**src/rtl/wave_pkg.sv**
```systemverilog
// Shared defaults and FSM state encoding for the waveform writer and playback control.
package wave_pkg;

  localparam int unsigned ADDR_W_DEF = 16;
  localparam int unsigned DATA_W_DEF = 16;
  localparam int unsigned OFF_W_DEF  = 10;

  typedef enum logic [1:0] {
    ST_IDLE    = 2'd0,
    ST_CAPTURE = 2'd1,
    ST_FINISH  = 2'd2
  } wave_state_e;

endpackage

```
**src/rtl/wave_wr_addr_gen.sv**
```systemverilog
// Write-address generator: latched base/limit, sample offset counter, base+offset
// adder and terminal-count compare for the waveform writer.
module wave_wr_addr_gen
  import wave_pkg::*;
#(
  parameter int unsigned ADDR_W = ADDR_W_DEF,
  parameter int unsigned OFF_W  = OFF_W_DEF
) (
  input  logic              clk,
  input  logic              rst_n,
  input  logic              load_i,
  input  logic [ADDR_W-1:0] base_i,
  input  logic [OFF_W:0]    limit_i,
  input  logic              adv_i,
  output logic [OFF_W:0]    offset_o,
  output logic [OFF_W:0]    offset_inc_o,
  output logic [ADDR_W-1:0] addr_o,
  output logic              term_o
);

  localparam logic [OFF_W:0] MAX_LEN = {1'b1, {OFF_W{1'b0}}};

  logic [ADDR_W-1:0] base_q;
  logic [OFF_W:0]    limit_q;
  logic [OFF_W:0]    offset_q;
  logic [OFF_W:0]    limit_sat;

  // Requests above 2**OFF_W saturate so offset can never pass the region size.
  assign limit_sat = (limit_i > MAX_LEN) ? MAX_LEN : limit_i;

  always_ff @(posedge clk or negedge rst_n) begin
    if (!rst_n) begin
      base_q   <= '0;
      limit_q  <= '0;
      offset_q <= '0;
    end else if (load_i) begin
      base_q   <= base_i;
      limit_q  <= limit_sat;
      offset_q <= '0;
    end else if (adv_i) begin
      offset_q <= offset_inc_o;
    end
  end

  assign offset_o     = offset_q;
  assign offset_inc_o = offset_q + 1'b1;
  assign addr_o       = base_q + ADDR_W'(offset_q);
  assign term_o       = (offset_inc_o == limit_q);

endmodule

```
**src/rtl/wave_writer.sv**
```systemverilog
// Waveform RAM write side: captures a valid/ready sample stream into a contiguous
// region from beg_addr and reports the stored length for playback programming.
module wave_writer
  import wave_pkg::*;
#(
  parameter int unsigned ADDR_W = ADDR_W_DEF,
  parameter int unsigned DATA_W = DATA_W_DEF,
  parameter int unsigned OFF_W  = OFF_W_DEF
) (
  input  logic              clk,
  input  logic              reset_n,
  input  logic              start,
  input  logic              abort,
  input  logic [ADDR_W-1:0] beg_addr,
  input  logic [OFF_W:0]    max_len,
  input  logic [DATA_W-1:0] s_data,
  input  logic              s_valid,
  input  logic              s_last,
  output logic              s_ready,
  output logic              mem_we,
  output logic [ADDR_W-1:0] mem_addr,
  output logic [DATA_W-1:0] mem_wdata,
  output logic              busy,
  output logic              done,
  output logic [OFF_W:0]    wave_len
);

  wave_state_e       state_q, state_d;
  logic              s_ready_q, s_ready_d;
  logic              mem_we_q, mem_we_d;
  logic [ADDR_W-1:0] mem_addr_q, mem_addr_d;
  logic [DATA_W-1:0] mem_wdata_q, mem_wdata_d;
  logic              done_q, done_d;
  logic [OFF_W:0]    wave_len_q, wave_len_d;

  logic              load, adv, accept, term;
  logic [OFF_W:0]    offset, offset_inc;
  logic [ADDR_W-1:0] wr_addr;

  wave_wr_addr_gen #(
    .ADDR_W (ADDR_W),
    .OFF_W  (OFF_W)
  ) u_addr_gen (
    .clk          (clk),
    .rst_n        (reset_n),
    .load_i       (load),
    .base_i       (beg_addr),
    .limit_i      (max_len),
    .adv_i        (adv),
    .offset_o     (offset),
    .offset_inc_o (offset_inc),
    .addr_o       (wr_addr),
    .term_o       (term)
  );

  assign accept = s_valid & s_ready_q;

  always_comb begin
    state_d     = state_q;
    s_ready_d   = s_ready_q;
    mem_we_d    = 1'b0;
    mem_addr_d  = mem_addr_q;
    mem_wdata_d = mem_wdata_q;
    done_d      = 1'b0;
    wave_len_d  = wave_len_q;
    load        = 1'b0;
    adv         = 1'b0;
    case (state_q)
      ST_IDLE: begin
        if (start && !abort) begin
          load = 1'b1;
          if (max_len == '0) begin
            state_d = ST_FINISH;
          end else begin
            state_d   = ST_CAPTURE;
            s_ready_d = 1'b1;
          end
        end
      end
      ST_CAPTURE: begin
        if (accept) begin
          mem_we_d    = 1'b1;
          mem_addr_d  = wr_addr;
          mem_wdata_d = s_data;
          adv         = 1'b1;
          if (term || s_last) begin
            state_d   = ST_FINISH;
            s_ready_d = 1'b0;
          end
        end
        // A sample handshaken in the abort cycle is still written, so it is counted.
        if (abort) begin
          state_d    = ST_IDLE;
          s_ready_d  = 1'b0;
          wave_len_d = accept ? offset_inc : offset;
        end
      end
      ST_FINISH: begin
        state_d    = ST_IDLE;
        wave_len_d = offset;
        done_d     = !abort;
      end
      default: begin
        state_d   = ST_IDLE;
        s_ready_d = 1'b0;
      end
    endcase
  end

  always_ff @(posedge clk or negedge reset_n) begin
    if (!reset_n) begin
      state_q     <= ST_IDLE;
      s_ready_q   <= 1'b0;
      mem_we_q    <= 1'b0;
      mem_addr_q  <= '0;
      mem_wdata_q <= '0;
      done_q      <= 1'b0;
      wave_len_q  <= '0;
    end else begin
      state_q     <= state_d;
      s_ready_q   <= s_ready_d;
      mem_we_q    <= mem_we_d;
      mem_addr_q  <= mem_addr_d;
      mem_wdata_q <= mem_wdata_d;
      done_q      <= done_d;
      wave_len_q  <= wave_len_d;
    end
  end

  assign s_ready   = s_ready_q;
  assign mem_we    = mem_we_q;
  assign mem_addr  = mem_addr_q;
  assign mem_wdata = mem_wdata_q;
  assign busy      = (state_q != ST_IDLE);
  assign done      = done_q;
  assign wave_len  = wave_len_q;

endmodule

```
**config.mk**
```make
export PLATFORM = sky130hd
export DESIGN_NAME = wave_writer
export DESIGN_NICKNAME = d
export VERILOG_FILES = /design/src/rtl/wave_pkg.sv /design/src/rtl/wave_wr_addr_gen.sv /design/src/rtl/wave_writer.sv
export SDC_FILE = /design/constraint.sdc
export NUM_CORES = 1
export LEC_CHECK = 0
export BUFFER_PORTS_ARGS = -buffer_cell sky130_fd_sc_hd__buf_2
export CORE_ASPECT_RATIO = 0.9
export CORE_MARGIN = 3
export CORE_UTILIZATION = 45
export CTS_CLUSTER_SIZE = 20
export DETAILED_ROUTE_END_ITERATION = 7
export PLACE_DENSITY = 0.82
export SYNTH_ARGS = -nofsm -noshare
export SYNTH_HDL_FRONTEND = slang
export SYNTH_HIERARCHICAL = 1
export SYNTH_SLANG_ARGS = --single-unit
export TNS_END_PERCENT = 100
```
**constraint.sdc**
```tcl
create_clock -name clk -period 2.5 [get_ports clk]
set_input_delay 0 -clock clk [delete_from_list [all_inputs] [get_ports clk]]
set_output_delay 0 -clock clk [all_outputs]
set_load 0.05 [all_outputs]
```
==> results of run 1 <==
final cells by class:
type,count,area [µm²],share of cell area (%)
sequential,86,2150,35.2
tap,126,158,2.58
multi-input combinational,322,2420,39.6
clock inverter,6,68.8,1.13
timing repair buffer,157,1070,17.4
inverter,5,18.8,0.307
clock buffer,10,229,3.74
metrics by stage:
step / instance area (µm²) / setup TNS, ps / std cells / hold slack (ps)
6_report: 6110 / 0 / 712 / 21.0
5_1_grt: 6110 / -50.2 / 712 / 27.2
4_1_cts: 6090 / 0 / 712 / 7.29
3_5_place_dp: 5300 / 0 / 647 / 60.4
3_3_place_gp: 5300 / 0 / 647 / 51.3
2_1_floorplan: 4750 / 0 / 442 / -296
sequential cells by signal, summed over array words and instances (netlist names), 2 cells and up:
register             cells
u_addr_gen/offset_o     11
u_addr_gen/base_q       16
u_addr_gen/limit_q      11
state_q                  2
mem_addr                16
mem_wdata               16
wave_len                11
cell usage after synthesis, types with 3 or more instances:
cell type	instances
a211oi_1	3
a21o_1	7
a21oi_1	14
a22o_1	5
a31oi_1	13
and3_1	7
buf_2	4
buf_6	9
clkbuf_1	13
dfrtp_1	86
ha_1	12
inv_1	4
mux2_1	32
mux2_2	17
nand2_1	19
nand3_1	21
nand4_1	6
nor2_1	23
nor2b_1	4
nor3_1	17
nor3b_1	7
nor4_1	4
o21a_1	4
o21ai_0	23
o2bb2ai_1	5
or2_1	3
xnor2_1	17
xor2_1	21
worst min-delay path by stage:
stage	startpoint	cells past startpoint	slack (ps)	endpoint
2_1_floorplan	reset_n	0	-300	done
3_3_place_gp	reset_n	1	50	mem_wdata[2]
3_5_place_dp	reset_n	1	60	mem_wdata[2]
4_1_cts	max_len[10]	2	7	u_addr_gen/limit_q[10]
5_1_grt	max_len[10]	2	30	u_addr_gen/limit_q[10]
6_report	max_len[10]	2	20	u_addr_gen/limit_q[10]
kinds of logic after synthesis:
kind of cell    Yosys count  share of synthesized area (%)
compound gates           91                           12.6
xor+xnor                 39                           7.35
fa+ha+maj                13                           3.58
buf+inv                  34                           4.27
flops                    86                           45.3
mux                      51                           12.0
simple gates            128                           14.9
routing by layer:
metal / routed length, µm / up-vias
met1: 5140 / 1932
li1: - / 1882
met5: 0 / -
met2: 5940 / 150
met3: 764 / 23
met4: 291 / 0
power by group through the flow:
| stage | clock network, µW | registers [µW] | logic (µW) |
|---|---|---|---|
| 2_1_floorplan | 0 | 3360 | 921 |
| 3_3_place_gp | 0 | 2160 | 2770 |
| 3_5_place_dp | 0 | 2190 | 2820 |
| 4_1_cts | 1380 | 2170 | 2910 |
| 5_1_grt | 1440 | 2230 | 3100 |
| 6_report | 1340 | 2170 | 2910 |
timing repair:
action                                  in CTS  in global routing
hold buffers                                49                  0
gates resized for setup                      2                  6
cloned                                       0                  0
endpoints found under the hold margin       90                  0
endpoints found under the setup margin       2                  4
pin swaps                                    0                  2
==> impl_metrics.json, run 1 <==
{
  "outcome": "completed",
  "drv_slew": 0,
  "grt_max_degree": 49,
  "drt_drc_violations_left": 0,
  "netlist.area_leader.share_pct": 45.3,
  "cap_violations": 0,
  "grt-ovfl-total": 0,
  "cts_root_buffer": "clkbuf_16",
  "dieArea_um2": 11800,
  "first_global_vias": 3939,
  "yosys.area.top_type": "dfrtp_1",
  "cp_num_cells": 10,
  "hpwlAfterDp_um": 8350,
  "synth-seq-cells": 86,
  "rsz0062_at_grt": "yes",
  "drive_gt1_share_pct": 27.3,
  "cts_inserted_buffers": 9,
  "fp.dieW_um": 114,
  "antenna_cells": 0,
  "p_switching_uw": 2880,
  "gp_congestion": 0.978,
  "final_cell_mix": "buf_2, dfrtp_1, dlygate4sd3_1",
  "layout.nets": 643,
  "vias": 3987,
  "final_util_pct": 61.4,
  "cp.required_ps": 2730,
  "powerDensity_nw_per_um2": 1050,
  "max_stage_delay_ps": 380,
  "syn-cell-area_um2": 4750,
  "htreeDepth": 3,
  "antenna_found_initial": 0,
  "clock_power_share_pct": 20.8,
  "critPathBufInv": 1,
  "clock_latency_ps": 350,
  "fillers": 806,
  "rrSetupSlack_ps": 40,
  "crit_start": "u_addr_gen/offset_o[0]",
  "synth_area_leaders": "dfrtp_1, mux2_1, mux2_2, xor2_1, ha_1",
  "postCtsSetupBuffers": 0,
  "hold_violations": 0,
  "endpoint": "s_ready",
  "synthFlopType": "dfrtp_1",
  "grt-busiest-layer": "met2",
  "coreArea_um2": 9950,
  "dp_slack_ps": 5.79,
  "drt_first_pass_iters": 4,
  "power.leakage_uw": 0.00284,
  "cp.arrival_ps": 2690,
  "cts_tree": "built",
  "ys_warn_count": 6,
  "finalCriticalPeriod_ps": 2460,
  "fmax_ghz": 0.407,
  "p_int_uw": 3540,
  "area.growth.synth_to_final_pct": 28.7,
  "hold_path.class": "in -> reg",
  "cp_slowest_cell": "dfrtp_1",
  "totalWireLength_um": 12100,
  "r2r-end": "s_ready",
  "start_util_pct": 47.7,
  "vdd_drop_max_mv": 0.979,
  "use_met1_pct": 27.3,
  "rows": 34,
  "grt.met2_usage_pct": 35.5,
  "cts_sinks": 86,
  "syn_area_per_cell_um2": 10.7,
  "share_seq_of_total_power_pct": 33.8,
  "die_h_um": 103,
  "rr_worst_depth": 10,
  "r2r-start": "u_addr_gen/offset_o[0]",
  "setup_violations": 0,
  "worstPathMaxFanout": 8,
  "finalCritPeriodShare_pct": 98.2,
  "grt_use_met3_pct": 5.35,
  "wl_per_cell_um": 17.0,
  "worst-slew-pin-transition_ps": 614,
  "cp_top_family": "simple AND/OR/NAND/NOR gates",
  "cp-start-kind": "flop",
  "synth_seq_area_share_pct": 45.3,
  "grt_pass1_wl_um": 19800,
  "path_clk_slew_ps": 70,
  "setup_ws_ps": 44.0,
  "power.switching_fraction_pct": 44.9,
  "drtIter0Drc": 229,
  "synth-async-reset-ratio_pct": 100,
  "antenna_left": 0,
  "critical_path_class": "reg -> reg",
  "synth_nets": 504,
  "track_usage_pct": 21.5,
  "synth-edff-count": 0,
  "worstPathCellList": "buf_4 -> ha_1 -> and3_2 -> and3_4 -> xnor2_2 -> o2111ai_1 -> nor4_2 -> o211a_1 -> o21ai_1 -> a21o_1",
  "pin_count": 96,
  "port_buffers": 95,
  "pwr-share-comb_pct": 45.4,
  "finalPower_uw": 6430,
  "yosysUniqueCellTypes": 60,
  "worst_setup_path_end_kind": "flop",
  "final_common_cell": "buf_2",
  "synthCells": 442,
  "relSlewSlack_pct": 59.1,
  "clockBufferDepth": 2,
  "skew_ps": 11.4,
  "viasPerCell": 5.60
}
Note: power is estimated with default switching activity, not from simulation.
==> run 2, diff against run 1 <==
--- a/config.mk
+++ b/config.mk
@@ -12,6 +12,7 @@
 export CTS_CLUSTER_SIZE = 20
 export DETAILED_ROUTE_END_ITERATION = 7
 export PLACE_DENSITY = 0.82
+export RECOVER_POWER = 25
 export SYNTH_ARGS = -nofsm -noshare
 export SYNTH_HDL_FRONTEND = slang
 export SYNTH_HIERARCHICAL = 1
==> run 2 against run 1 <==
  * Core utilization decreased by 0.13 points
  * Clock skew is essentially flat
  * Highest routed layer unchanged
  * Flip-flop and latch count did not move
  * Clock power barely moved
==> impl_metrics.json, run 2 (synthesis results as in run 1) <==
{
  "outcome": "completed",
  "powerDensity_nw_per_um2": 1050,
  "p_int_uw": 3530,
  "path_clk_slew_ps": 70,
  "drt_drc_violations_left": 0,
  "power.leakage_uw": 0.00281,
  "first_global_vias": 3939,
  "grt_max_degree": 49,
  "stdcell_area_um2": 6100,
  "finalCritPeriodShare_pct": 98.2,
  "worstPathCellList": "buf_4 -> ha_1 -> and3_2 -> and3_4 -> xnor2_2 -> o2111ai_1 -> nor4_2 -> o211a_1 -> o21ai_1 -> a21o_1",
  "worst_setup_path_end_kind": "flop",
  "track_usage_pct": 21.5,
  "clock_power_share_pct": 20.9,
  "clockBufferDepth": 2,
  "die_h_um": 103,
  "register_area_um2": 2150,
  "cp.arrival_ps": 2690,
  "final_util_pct": 61.3,
  "vias": 3981,
  "grt.met2_usage_pct": 35.5,
  "placed_area_um2": 5300,
  "grt-busiest-layer": "met2",
  "cp_slowest_cell": "dfrtp_1",
  "instances_no_fill": 712,
  "worst-slew-pin-transition_ps": 1200,
  "use_met1_pct": 27.3,
  "pin_count": 96,
  "start_util_pct": 47.7,
  "fillers": 807,
  "wl_per_cell_um": 17.0,
  "layout.nets": 643,
  "viasPerCell": 5.59,
  "pwr-share-comb_pct": 45.2,
  "drive_gt1_share_pct": 25.9,
  "cap_violations": 0,
  "skew_ps": 11.4,
  "power.switching_fraction_pct": 45.0,
  "grt_use_met3_pct": 5.35,
  "cts_sinks": 86,
  "placedCellCount": 647,
  "fp.dieW_um": 114,
  "rsz0062_at_grt": "yes",
  "hold_violations": 0,
  "relSlewSlack_pct": 20.3,
  "cts_tree": "built",
  "final_cell_mix": "dfrtp_1, buf_2, dlygate4sd3_1",
  "coreArea_um2": 9950,
  "antenna_cells": 0,
  "critical_path_class": "reg -> reg",
  "drtIter0Drc": 229,
  "p_switching_uw": 2890,
  "cts_inserted_buffers": 9,
  "hold_path.class": "in -> reg",
  "drv_slew": 0,
  "htreeDepth": 3,
  "fmax_ghz": 0.407,
  "max_stage_delay_ps": 380,
  "vdd_drop_max_mv": 0.979,
  "cp-start-kind": "flop",
  "grt-ovfl-total": 0,
  "tns_ps": 0,
  "finalCriticalPeriod_ps": 2460,
  "area.growth.synth_to_final_pct": 28.4,
  "multi_input_area_um2": 2420,
  "rows": 34,
  "cts_root_buffer": "clkbuf_16",
  "drt_first_pass_iters": 4,
  "clock_latency_ps": 350,
  "hpwlAfterDp_um": 8350,
  "gp_congestion": 0.978,
  "totalWireLength_um": 12100,
  "antenna_found_initial": 0,
  "grt_pass1_wl_um": 19800,
  "port_buffers": 95,
  "dieArea_um2": 11800,
  "cp.required_ps": 2730,
  "antenna_left": 0,
  "setup_violations": 0,
  "worstPathMaxFanout": 8,
  "share_seq_of_total_power_pct": 33.9
}
run 2: cell types whose count changed in the layout (fill, tap and decap cells not counted):
| cell | change |
|---|---|
| clkbuf_1 | +8 |
| buf_4 | -1 |
| clkbuf_2 | +1 |
| buf_2 | -8 |
run 2: area by class of cell:
| class | instances | area share [%] |
|---|---|---|
| inverters | 5 | 0.308 |
| well taps | 126 | 2.58 |
| flip-flops and latches | 86 | 35.3 |
| clock inverters | 6 | 1.13 |
| multi-input cells | 322 | 39.7 |
| repair buffers | 157 | 17.3 |
| clock buffers | 10 | 3.75 |
run 2: per-layer routing:
metal | share of wire (%) | vias up
li1 | - | 1883
met1 | 43 | 1936
met2 | 49 | 139
met3 | 6.0 | 23
met4 | 2.4 | 0
met5 | 0 | -
run 2: path summary, 6_finish.rpt:
| kind | slack [ps] | startpoint | depth (start not counted) | endpoint |
|---|---|---|---|---|
| worst max-delay path | 40 | u_addr_gen/offset_o[0] | 10 | s_ready |
| worst min-delay path | 20 | max_len[10] | 2 | u_addr_gen/limit_q[10] |
| worst max register to register | 40 | u_addr_gen/offset_o[0] | 10 | s_ready |
| worst min register to register | 490 | mem_wdata[4] | 1 | mem_wdata[4] |
| max in group asynchronous | 1150 | reset_n | 3 | mem_addr[11] |
| min in group asynchronous | 430 | reset_n | 2 | u_addr_gen/limit_q[9] |
run 2: worst max-delay path, delay by kind of cell, from the launching register on:
kind	cells	cell delay, ps
and+or+nand+nor	3	780
AOI/OAI and AO/OA	4	610
DFF	1	380
adders and majority gates	1	240
buffers and inverters	1	180
xor gates and xnor gates	1	160
run 2: per-stage QoR:
stage,setup WS [ps],power [µW],hold WS (ps)
after global placement,63.8,4930,51.3
after CTS,37.4,6460,7.29
after global routing,-50.2,6750,27.2
final,44.4,6410,18.6
after floorplan,174,4280,-296
after detailed placement,5.79,5010,60.4
run 2: power groups by stage:
stage	combinational [µW]	sequential [µW]	clock, µW
floorplan	921	3360	0
global placement	2770	2160	0
detailed placement	2820	2190	0
CTS	2910	2170	1380
global route	3080	2230	1440
finish	2900	2170	1340
run 2: repair_timing:
item	CTS	global route
gates resized for setup	2	6
endpoints found under the hold margin	90	0
pin swaps	0	2
endpoints found under the setup margin	2	4
hold buffers	49	0
setup buffers	0	0
